File: config.mk
export PLATFORM = sky130hd
export DESIGN_NAME = regfile_wb_arbiter
export DESIGN_NICKNAME = d
export VERILOG_FILES = /design/src/rtl/regfile_wb_arbiter_pkg.sv /design/src/rtl/regfile_scoreboard.sv /design/src/rtl/regfile_wb_arbiter.sv
export SDC_FILE = /design/constraint.sdc
export NUM_CORES = 1
export LEC_CHECK = 0
export ABC_AREA = 1
export BUFFER_PORTS_ARGS = -buffer_cell sky130_fd_sc_hd__buf_4
export CORE_MARGIN = 2
export CORE_UTILIZATION = 53
export DETAILED_ROUTE_END_ITERATION = 6
export PLACE_DENSITY_LB_ADDON = 0.2
export SYNTH_ARGS = -nofsm -noshare
export SYNTH_HDL_FRONTEND = slang
export SYNTH_HIERARCHICAL = 1
export SYNTH_SLANG_ARGS = --single-unit
export TNS_END_PERCENT = 30
File: constraint.sdc
create_clock -name clk -period 3.3 [get_ports clk]
set_clock_uncertainty 0.05 [all_clocks]
set_input_delay 0.33 -clock clk [delete_from_list [all_inputs] [get_ports clk]]
set_output_delay 0.33 -clock clk [all_outputs]
set_load 0.01 [all_outputs]
File: src/rtl/regfile_wb_arbiter_pkg.sv
// ============================================================================
// regfile_wb_arbiter_pkg
// ----------------------------------------------------------------------------
// Purpose:
//   Shared constants and types for the register file writeback arbiter and its
//   busy scoreboard.
//
// Contents:
//   DATA_W   - writeback data width (one register file word)
//   ADDR_W   - register address width
//   NREGS    - number of architectural registers (2**ADDR_W)
//   req_e    - writeback requester index (REQ_ALU = 0, REQ_MEM = 1)
// ============================================================================
package regfile_wb_arbiter_pkg;

    localparam int DATA_W = 36;
    localparam int ADDR_W = 5;
    localparam int NREGS  = 1 << ADDR_W;

    // Requester identity, also used as the round-robin "last grant" memory.
    typedef enum logic {
        REQ_ALU = 1'b0,
        REQ_MEM = 1'b1
    } req_e;

    // Returns the requester that should win when both are asking, given the
    // requester that won the most recent handshake.
    function automatic req_e rr_winner(input req_e last);
        return (last == REQ_ALU) ? REQ_MEM : REQ_ALU;
    endfunction

endpackage

File: src/rtl/regfile_scoreboard.sv
// ============================================================================
// regfile_scoreboard
// ----------------------------------------------------------------------------
// Purpose:
//   Per-register busy bits used by the issue stage to stall on RAW and WAW
//   hazards. A bit is set when the issue stage claims a destination register
//   and cleared at the edge where the register file captures the write.
//
// Ports:
//   clk          in   system clock, rising edge
//   reset        in   synchronous active-high reset, drops all busy bits
//   alloc_valid  in   issue stage claims alloc_addr as a destination
//   alloc_addr   in   register being claimed
//   alloc_ready  out  claim accepted (target not busy, or register 0)
//   clr_valid    in   register file is writing clr_addr this cycle
//   clr_addr     in   register being written
//   q1_addr      in   hazard query address, source 1
//   q2_addr      in   hazard query address, source 2
//   q1_busy      out  source 1 has a pending write
//   q2_busy      out  source 2 has a pending write
//   busy_vec     out  full scoreboard
// ============================================================================
module regfile_scoreboard
    import regfile_wb_arbiter_pkg::*;
#(
    parameter int ADDR_W = regfile_wb_arbiter_pkg::ADDR_W,
    parameter int NREGS  = regfile_wb_arbiter_pkg::NREGS
) (
    input  logic              clk,
    input  logic              reset,
    input  logic              alloc_valid,
    input  logic [ADDR_W-1:0] alloc_addr,
    output logic              alloc_ready,
    input  logic              clr_valid,
    input  logic [ADDR_W-1:0] clr_addr,
    input  logic [ADDR_W-1:0] q1_addr,
    input  logic [ADDR_W-1:0] q2_addr,
    output logic              q1_busy,
    output logic              q2_busy,
    output logic [NREGS-1:0]  busy_vec
);

    logic [NREGS-1:0] busy_q;
    logic [NREGS-1:0] busy_d;
    logic             set_en;

    // A claim on a busy register is refused so two writes to the same
    // destination are never in flight together. Register 0 is hardwired
    // and therefore always claimable.
    always_comb begin
        alloc_ready = !busy_q[alloc_addr] || (alloc_addr == '0);
        set_en      = alloc_valid && alloc_ready && (alloc_addr != '0);
    end

    // Next-state of the busy vector. The clear is applied after the set, so
    // if both ever target the same register the clear wins; in practice the
    // refusal above keeps that from happening. Clearing a bit that is already
    // 0 (a writeback nobody claimed) is harmless and is not flagged.
    always_comb begin
        busy_d = busy_q;
        if (set_en) begin
            busy_d[alloc_addr] = 1'b1;
        end
        if (clr_valid) begin
            busy_d[clr_addr] = 1'b0;
        end
        busy_d[0] = 1'b0;
    end

    // Busy state register; reset drops every pending claim.
    always_ff @(posedge clk) begin
        if (reset) begin
            busy_q <= '0;
        end else begin
            busy_q <= busy_d;
        end
    end

    // Query muxes. Bit 0 is never set, the address check just makes the
    // register-0 answer explicit.
    always_comb begin
        q1_busy  = busy_q[q1_addr] && (q1_addr != '0);
        q2_busy  = busy_q[q2_addr] && (q2_addr != '0);
        busy_vec = busy_q;
    end

endmodule

File: src/rtl/regfile_wb_arbiter.sv
// ============================================================================
// regfile_wb_arbiter
// ----------------------------------------------------------------------------
// Purpose:
//   Shares the single register file write port between the ALU (requester 0)
//   and the load/memory unit (requester 1) with round-robin arbitration and
//   valid/ready handshakes. The winning request is registered and presented
//   to the register file on the following cycle. A busy scoreboard tracks
//   destinations claimed by the issue stage until their write lands.
//
// Ports:
//   clk              in   system clock, rising edge
//   reset            in   synchronous active-high reset
//   wb0_valid/ready  in/out  ALU writeback handshake
//   wb0_addr/data    in   ALU destination register and result
//   wb1_valid/ready  in/out  memory writeback handshake
//   wb1_addr/data    in   memory destination register and load data
//   alloc_valid      in   issue stage claims alloc_addr
//   alloc_addr       in   register being claimed
//   alloc_ready      out  claim accepted
//   q1_addr/q2_addr  in   hazard query addresses
//   q1_busy/q2_busy  out  queried register has a pending write
//   busy_vec         out  full scoreboard
//   rf_write_enable  out  register file write enable (registered)
//   rf_write_addr    out  register file write address (registered)
//   rf_write_data    out  register file write data (registered)
// ============================================================================
module regfile_wb_arbiter
    import regfile_wb_arbiter_pkg::*;
#(
    parameter int DATA_W = regfile_wb_arbiter_pkg::DATA_W,
    parameter int ADDR_W = regfile_wb_arbiter_pkg::ADDR_W,
    parameter int NREGS  = regfile_wb_arbiter_pkg::NREGS
) (
    input  logic              clk,
    input  logic              reset,

    input  logic              wb0_valid,
    output logic              wb0_ready,
    input  logic [ADDR_W-1:0] wb0_addr,
    input  logic [DATA_W-1:0] wb0_data,

    input  logic              wb1_valid,
    output logic              wb1_ready,
    input  logic [ADDR_W-1:0] wb1_addr,
    input  logic [DATA_W-1:0] wb1_data,

    input  logic              alloc_valid,
    input  logic [ADDR_W-1:0] alloc_addr,
    output logic              alloc_ready,

    input  logic [ADDR_W-1:0] q1_addr,
    input  logic [ADDR_W-1:0] q2_addr,
    output logic              q1_busy,
    output logic              q2_busy,
    output logic [NREGS-1:0]  busy_vec,

    output logic              rf_write_enable,
    output logic [ADDR_W-1:0] rf_write_addr,
    output logic [DATA_W-1:0] rf_write_data
);

    req_e              last_grant;
    req_e              rr_pick;
    logic              grant0;
    logic              grant1;
    logic              handshake;
    logic [ADDR_W-1:0] sel_addr;
    logic [DATA_W-1:0] sel_data;

    // Round-robin grant. A lone requester always wins; under contention the
    // requester that did not win the last handshake goes first. Ready is a
    // pure function of valid, so it never rises for an idle requester and at
    // most one grant is active.
    always_comb begin
        rr_pick   = rr_winner(last_grant);
        grant0    = wb0_valid && (!wb1_valid || (rr_pick == REQ_ALU));
        grant1    = wb1_valid && (!wb0_valid || (rr_pick == REQ_MEM));
        handshake = grant0 || grant1;
        sel_addr  = grant1 ? wb1_addr : wb0_addr;
        sel_data  = grant1 ? wb1_data : wb0_data;
        wb0_ready = grant0;
        wb1_ready = grant1;
    end

    // Round-robin memory. Reset leaves it pointing at the memory unit so the
    // ALU wins the first contention; it only moves on a real handshake.
    always_ff @(posedge clk) begin
        if (reset) begin
            last_grant <= REQ_MEM;
        end else if (grant0) begin
            last_grant <= REQ_ALU;
        end else if (grant1) begin
            last_grant <= REQ_MEM;
        end
    end

    // Write stage register. A handshake produces a one-cycle write pulse on
    // the next cycle; address and data hold between writes. A handshake to
    // register 0 is accepted but never drives the enable. Reset cancels any
    // write that would have appeared on the following cycle.
    always_ff @(posedge clk) begin
        if (reset) begin
            rf_write_enable <= 1'b0;
            rf_write_addr   <= '0;
            rf_write_data   <= '0;
        end else begin
            rf_write_enable <= handshake && (sel_addr != '0);
            if (handshake) begin
                rf_write_addr <= sel_addr;
                rf_write_data <= sel_data;
            end
        end
    end

    // The busy bit of the destination clears on the same edge the register
    // file captures the data, so a read issued next cycle sees the new value
    // and the scoreboard already reports the register as free.
    regfile_scoreboard #(
        .ADDR_W (ADDR_W),
        .NREGS  (NREGS)
    ) u_scoreboard (
        .clk         (clk),
        .reset       (reset),
        .alloc_valid (alloc_valid),
        .alloc_addr  (alloc_addr),
        .alloc_ready (alloc_ready),
        .clr_valid   (rf_write_enable),
        .clr_addr    (rf_write_addr),
        .q1_addr     (q1_addr),
        .q2_addr     (q2_addr),
        .q1_busy     (q1_busy),
        .q2_busy     (q2_busy),
        .busy_vec    (busy_vec)
    );

endmodule

==> impl_metrics.toml, run 1 <==
[run_status]
result_of_the_run = "finished clean"

[sta]
fmax_mhz = 485
period_share_pct = 62.5
final-hold-violation-count = 0
setup_repair_after_global_routing_missed_its_margin = "false"
worst_hold_slack_ps = 231
drv_slew = 0
finalCriticalPeriod_ps = 2060
report.final.setup_viol = 0
maxSlewHeadroom_pct = 28.2
fin_tns_setup_ps = 0
worst_pin_slew_ps = 1070

[cts]
clk_latency_ps = 360
postCtsSetupBuffers = 0
numCtsBuffers = 9
clockBufferDepth = 2
postCtsResizedCells = 0
clockRootBuffer = "clkbuf_8"
cts-hold-fix-buffers = 0
worst_setup_hold_path_clk_slew_ps = 90
htree_levels = 3
numClockSinks = 74
tritoncts_clock_tree = "built"

[worst_setup_path]
timing.setup.critical_path_class = "reg2out"
crit_path_end_kind = "output pin"
worstPathArrival_ps = 1680
worstPathRequired_ps = 2920
crit_path_start_kind = "flop"
timing.critical_path.fanout_max = 3

[global_routing]
first_global_vias = 5482
grt_first_pass_wirelength_mm = 26.2
grt_usage_pct = 33.5
grt_antenna_before_repair = 0
global_route.overflow_total = 0
pin_count_of_the_biggest_net_entering_global_routing = 39

[pwr]
power.share.combinational_pct = 24.1
vdd.ir_drop.worst_v = 0.000332
clock_power_share_pct = 29.7
netSwitchingPower_uw = 693
pleak_uw = 0.00277
power.density_cell_area_mw_per_mm2 = 359
sw_frac_of_total_pct = 32.4
p_int_uw = 1450
seq_power_share_pct = 46.2

[routing]
routed_wire_length_per_instance_um = 15.8
drt-pass1-iter-count = 5
route.vias.total = 5721
postRouteWirelength_mm = 16.0
route.detailed.drc = 0
vias_per_cell = 5.64
first_iter_violations = 378
count_of_nets_left_with_antenna_violations_after_detail_routing = 0

[synthesis]
synth_sequential_area_ratio_pct = 32.6
yosysWarningCount = 6
post_synth_instance_area_mm2 = 0.00455
postSynth.topFlopCell = "dfxtp_1"
mappedNetlistNets = 858
synth_edf_count = 0
synth_seq_cells = 74
synth_async_sr_flop_share_pct = 0
avgSynthCellArea_um2 = 6.02
netlist-cell-type-count = 29
postSynthCellCount = 756

[floorplanning]
initial_core_util_pct = 55.1
dieWidth_um = 96.7
pin_count = 181
die_footprint_mm2 = 0.00934
core_region_area_mm2 = 0.00826
floorplan.rows = 33
die_height_um = 96.7

[worst_hold_path]
min-delay-path-class = "in2reg"

[placement]
dpl.hpwl_mm = 11.7
globalplace.congestion = 0.971
portBuffers = 179

[layout]
synthToLayoutAreaGrowth_pct = 31.1
fraction_of_final_layout_cells_with_drive_strength_greater_than_1_pct = 23.3
insertedDiodeCount = 0
final_nets = 1007

[run]
cap_viol_max_count = 0
-- cell type report --
| type | instances | area (um^2) |
|---|---|---|
| fillers | 725 | 2290 |
| well taps | 105 | 131 |
| flip-flops and latches | 74 | 1480 |
| inverters | 69 | 262 |
| repair buffers | 182 | 1370 |
| clock buffers | 11 | 131 |
| multi-input cells | 569 | 2550 |
| clock inverters | 5 | 38.8 |
-- logic make-up after synthesis --
logic type,Yosys count,synth area share [%]
other cells,1,0.0824
simple gates,380,35.0
buf+inv,113,11.3
flops,74,32.6
compound gates,188,21.1
-- per-layer routing --
layer	part of all wire (%)	GRT usage, %	vias to the layer above
met3	9.7	9.47	52
met4	3.9	15.6	0
met2	49	57.2	304
met1	37	38.8	2602
li1	-	-	2763
met5	0	0	-
-- cells in the mapped netlist, types with 8 or more instances --
master / instances / share of area (%)
dfxtp_1: 74 / 33
inv_1: 63 / 5.2
nor3_1: 16 / 1.8
buf_2: 12 / 1.3
nand3_1: 25 / 2.8
nand2_1: 249 / 21
buf_4: 8 / 1.3
clkbuf_1: 16 / 1.3
nor2_1: 46 / 3.8
a21oi_1: 101 / 11
o21ai_0: 78 / 8.6
nand4_1: 31 / 4.3
-- placed cells by master, fill, tap and decap left out --
cell type | synthesis | routed
clkbuf_8 | 0 | 9
o21ai_0 | 78 | 78
a21oi_1 | 101 | 101
nand3_1 | 25 | 25
inv_2 | 4 | 4
buf_4 | 8 | 182
nand2_2 | 5 | 5
nor2_2 | 2 | 2
a31oi_1 | 1 | 1
nor3b_1 | 1 | 1
dfxtp_1 | 74 | 74
clkinv_4 | 0 | 2
clkinv_1 | 1 | 1
clkbuf_1 | 16 | 2
nand4_1 | 31 | 31
nor3_1 | 16 | 16
nor2_1 | 46 | 46
clkinvlp_4 | 0 | 1
inv_4 | 1 | 1
inv_6 | 0 | 1
clkinv_2 | 0 | 1
nand2_1 | 249 | 249
conb_1 | 1 | 1
or2_2 | 3 | 3
nor4_1 | 1 | 1
o21ai_1 | 5 | 5
inv_1 | 63 | 63
o21ai_4 | 1 | 1
o31ai_1 | 2 | 2
nand3b_1 | 1 | 1
-- through the flow --
step	worst slack (ps)	total power (uW)	std cells	instance area [um^2]	util, %
final	1240	2140	1015	5960	72.2
after global routing	1020	2240	1015	5960	72.2
after CTS	1220	2140	1015	5960	72.2
after detailed placement	934	1510	999	5790	70.2
after global placement	1070	1500	999	5790	70.2
after floorplan	1510	1280	756	4550	-
-- power groups by stage --
stage / Sequential (uW) / Clock, uW / Combinational (uW)
after floorplan: 1020 / 0 / 256
after global placement: 1000 / 0 / 497
after detailed placement: 1010 / 0 / 508
after CTS: 987 / 643 / 510
after global routing: 996 / 678 / 567
final: 988 / 637 / 515
-- state kept, by name (all words and copies together), names as in the netlist --
register / cells
last_grant: 1
rf_write_enable: 1
u_scoreboard/busy_vec: 31
rf_write_addr: 5
rf_write_data: 36
-- final timing paths --
path,start,endpoint,slack [ps],cells after the start
max,u_scoreboard/busy_vec[1],q2_busy,1240,7
min,wb0_data[14],rf_write_data[14],230,3
max reg2reg,last_grant,rf_write_data[32],1280,5
min reg2reg,rf_write_data[13],rf_write_data[13],420,2
-- worst max-delay path: stages, from the launching register on --
cell and delay, ps:
dfxtp_1 380, inv_1 110, o31ai_1 350, nand2_1 80, nand3_1 100, nor2_1 40, a21oi_1 120, buf_4 140
Note: power is estimated with default switching activity, not from simulation.
==> inputs of run 2 (changes only) <==
--- a/config.mk
+++ b/config.mk
@@ -5,10 +5,10 @@
 export SDC_FILE = /design/constraint.sdc
 export NUM_CORES = 1
 export LEC_CHECK = 0
-export ABC_AREA = 1
+export ABC_AREA = 0
 export BUFFER_PORTS_ARGS = -buffer_cell sky130_fd_sc_hd__buf_4
 export CORE_MARGIN = 2
-export CORE_UTILIZATION = 53
+export CORE_UTILIZATION = 50
 export DETAILED_ROUTE_END_ITERATION = 6
 export PLACE_DENSITY_LB_ADDON = 0.2
 export SYNTH_ARGS = -nofsm -noshare
==> constraint.sdc (replaced) <==
create_clock -name clk -period 2.1 [get_ports clk]
set_clock_uncertainty 0.05 [all_clocks]
set_input_delay 0.21 -clock clk [delete_from_list [all_inputs] [get_ports clk]]
set_output_delay 0.21 -clock clk [all_outputs]
set_load 0.01 [all_outputs]
==> impl_metrics.toml, run 2 <==
[layout]
layout_common_cells = "buf_4, nor2_1, dfxtp_1"
top_register = "rf_write_data"
layout.cells.most_common = "buf_4"
final_nets = 730
num-fill-cells = 744
multi_input_area_mm2 = 0.00292
area.sequential_mm2 = 0.00152
fraction_of_final_layout_cells_with_drive_strength_greater_than_1_pct = 55.0
largest_reg_flops = 36
insertedDiodeCount = 0
finish.utilization_pct = 69.4
synthToLayoutAreaGrowth_pct = 36.0

[worst_setup_path]
timing.setup.critical_path_class = "reg2out"
ff_to_ff_end = "u_scoreboard/busy_vec[29]"
timing.critical_path.fanout_max = 5
worst-r2r-setup-slack_ps = 250
timing.critical_path.from = "u_scoreboard/busy_vec[31]"
worstPathRequired_ps = 1840
r2r-start = "u_scoreboard/busy_vec[31]"
crit_path_end_kind = "output pin"
timing.critical_path.to = "alloc_ready"
ff2ff_path_depth = 5
crit_path_start_kind = "flop"
worstPathArrival_ps = 1870

[routing]
route.vias.total = 4548
route.detailed.drc = 0
count_of_nets_left_with_antenna_violations_after_detail_routing = 0
drt-pass1-iter-count = 5
first_iter_violations = 166
routed_wire_length_per_instance_um = 18.9
vias_per_cell = 6.11
postRouteWirelength_mm = 14.1

[floorplanning]
die_footprint_mm2 = 0.0101
initial_core_util_pct = 51.0
core_region_area_mm2 = 0.00911
pin_count = 181
floorplan.rows = 35
dieWidth_um = 100
die_height_um = 100

[cts]
worst_setup_hold_path_clk_slew_ps = 80
clockBufferDepth = 2
clk_latency_ps = 350
numClockSinks = 74
clockRootBuffer = "clkbuf_8"
htree_levels = 3
numCtsBuffers = 9
tritoncts_clock_tree = "built"
cts-hold-fix-buffers = 0

[placement]
portBuffers = 179
globalplace.congestion = 0.993
dp_worst_setup_slack_ps = 228
dpl.hpwl_mm = 10.4

[sta]
fin_tns_setup_ps = -54.7
setup_ws_ps = -26.5
final-hold-violation-count = 0
maxSlewHeadroom_pct = 59.6
drv_slew = 0
worst_hold_slack_ps = 79.9
fmax_mhz = 470
period_share_pct = 101
worst_pin_slew_ps = 606
setup_repair_after_global_routing_missed_its_margin = "true"
report.final.setup_viol = 3
finalCriticalPeriod_ps = 2130

[synthesis]
netlist-cell-type-count = 54
synth_edf_count = 0
netlist_top_cells_count = "dfxtp_1, nor2_1, nor3b_1, mux2_2, a21oi_1"
synthDominantCellAreaShare_pct = 31.9
library_cell_occupying_the_most_area_in_the_post_synthesis_netlist = "dfxtp_1"
postSynthCellCount = 468
synth.area.top_cells = "dfxtp_1, mux4_2, mux2_2, o221a_2, nor3b_1"
avgSynthCellArea_um2 = 9.92
synthMostInstantiatedCell = "dfxtp_1"
postSynth.topFlopCell = "dfxtp_1"
synth_async_sr_flop_share_pct = 0
mappedNetlistNets = 570
synth_seq_cells = 74
post_synth_instance_area_mm2 = 0.00464
yosysWarningCount = 6
synth_sequential_area_ratio_pct = 31.9

[worst_hold_path]
min-delay-path-class = "in2reg"

[pwr]
vdd.ir_drop.worst_v = 0.000346
power.density_cell_area_mw_per_mm2 = 589
total_power_uw = 3720
pleak_uw = 0.00261

[run_status]
violations = "setup timing"
result_of_the_run = "finished, violations left"

[global_routing]
global_route.overflow_total = 0
grt_antenna_before_repair = 0
first_global_vias = 4591
grt_first_pass_wirelength_mm = 22.3
pin_count_of_the_biggest_net_entering_global_routing = 52
grt_usage_pct = 27.6

[run]
cap_viol_max_count = 0
-- run 2: cell types whose count changed after synthesis, sizes merged, moves of 20 or more --
cell,before,now
mux2,0,36
nand4,31,0
o21ai,84,1
nand2,254,21
mux4,0,20
inv,68,9
o221a,0,33
nor3b,1,40
nand3,25,3
a21oi,101,32
a211oi,0,31
-- run 2: how the worst min path moves through the flow --
stage	cells past startpoint	slack, ps	end	startpoint
floorplan	2	320	rf_write_addr[0]	wb0_addr[0]
finish	3	80	rf_write_data[24]	wb0_data[24]
detailed placement	2	440	rf_write_data[15]	wb0_data[15]
global placement	2	430	rf_write_data[13]	wb0_data[13]
CTS	3	70	rf_write_data[24]	wb0_data[24]
global route	2	80	rf_write_data[19]	wb0_data[19]
-- run 2: cell families (layout without fill, tap and decap cells) --
logic type             count (synthesis)  after routing  share of synthesized area, %
and+or+nand+nor                      155            155                          19.6
DFF                                   74             74                          31.9
muxes                                 66             66                          20.9
other                                  1              1                        0.0807
buffers and inverters                 52            217                          6.06
AOI/OAI and AO/OA                    120            120                          21.5
-- run 2: worst max-delay path, cell delays in order, from the launching register on --
cell     delay (ps)
dfxtp_2         350
mux4_2          500
mux2i_1         150
nor2_1           80
nor4b_2         290
buf_4           160
-- run 2: cell type report --
| class | count | area share (%) |
|---|---|---|
| inverters | 9 | 0.614 |
| multi-input cells | 342 | 46.3 |
| well taps | 111 | 2.20 |
| repair buffers | 192 | 23.0 |
| flip-flops and latches | 74 | 24.1 |
| clock buffers | 10 | 2.02 |
| clock inverters | 6 | 1.80 |
-- run 2: report_power, final --
| group | switching (uW) | internal, uW | leakage (uW) | total [uW] |
|---|---|---|---|---|
| Clock | 542 | 794 | 0.000113 | 1340 |
| Combinational | 393 | 450 | 0.00188 | 843 |
| Sequential | 67.6 | 1480 | 0.000623 | 1550 |
-- run 2: repair_timing --
action | CTS | global route
hold endpoints to repair | 0 | 0
buffers inserted | 1 | 2
pin swaps | 0 | 1
gates resized for setup | 22 | 14
setup endpoints to repair | 3 | 3
-- run 2: metrics by stage --
step	instance area, um^2	cells
2_1_floorplan	4640	468
3_3_place_gp	5970	725
3_5_place_dp	5970	725
4_1_cts	6260	742
5_1_grt	6320	744
6_report	6320	744
-- run 2: per-layer routing --
| metal | vias up | track usage (%) | routed length, um |
|---|---|---|---|
| met3 | 28 | 6.27 | 1090 |
| met2 | 195 | 47.5 | 7060 |
| met4 | 0 | 10.1 | 306 |
| met5 | - | 0 | 0 |
| met1 | 2193 | 33.6 | 5630 |
| li1 | 2132 | - | - |
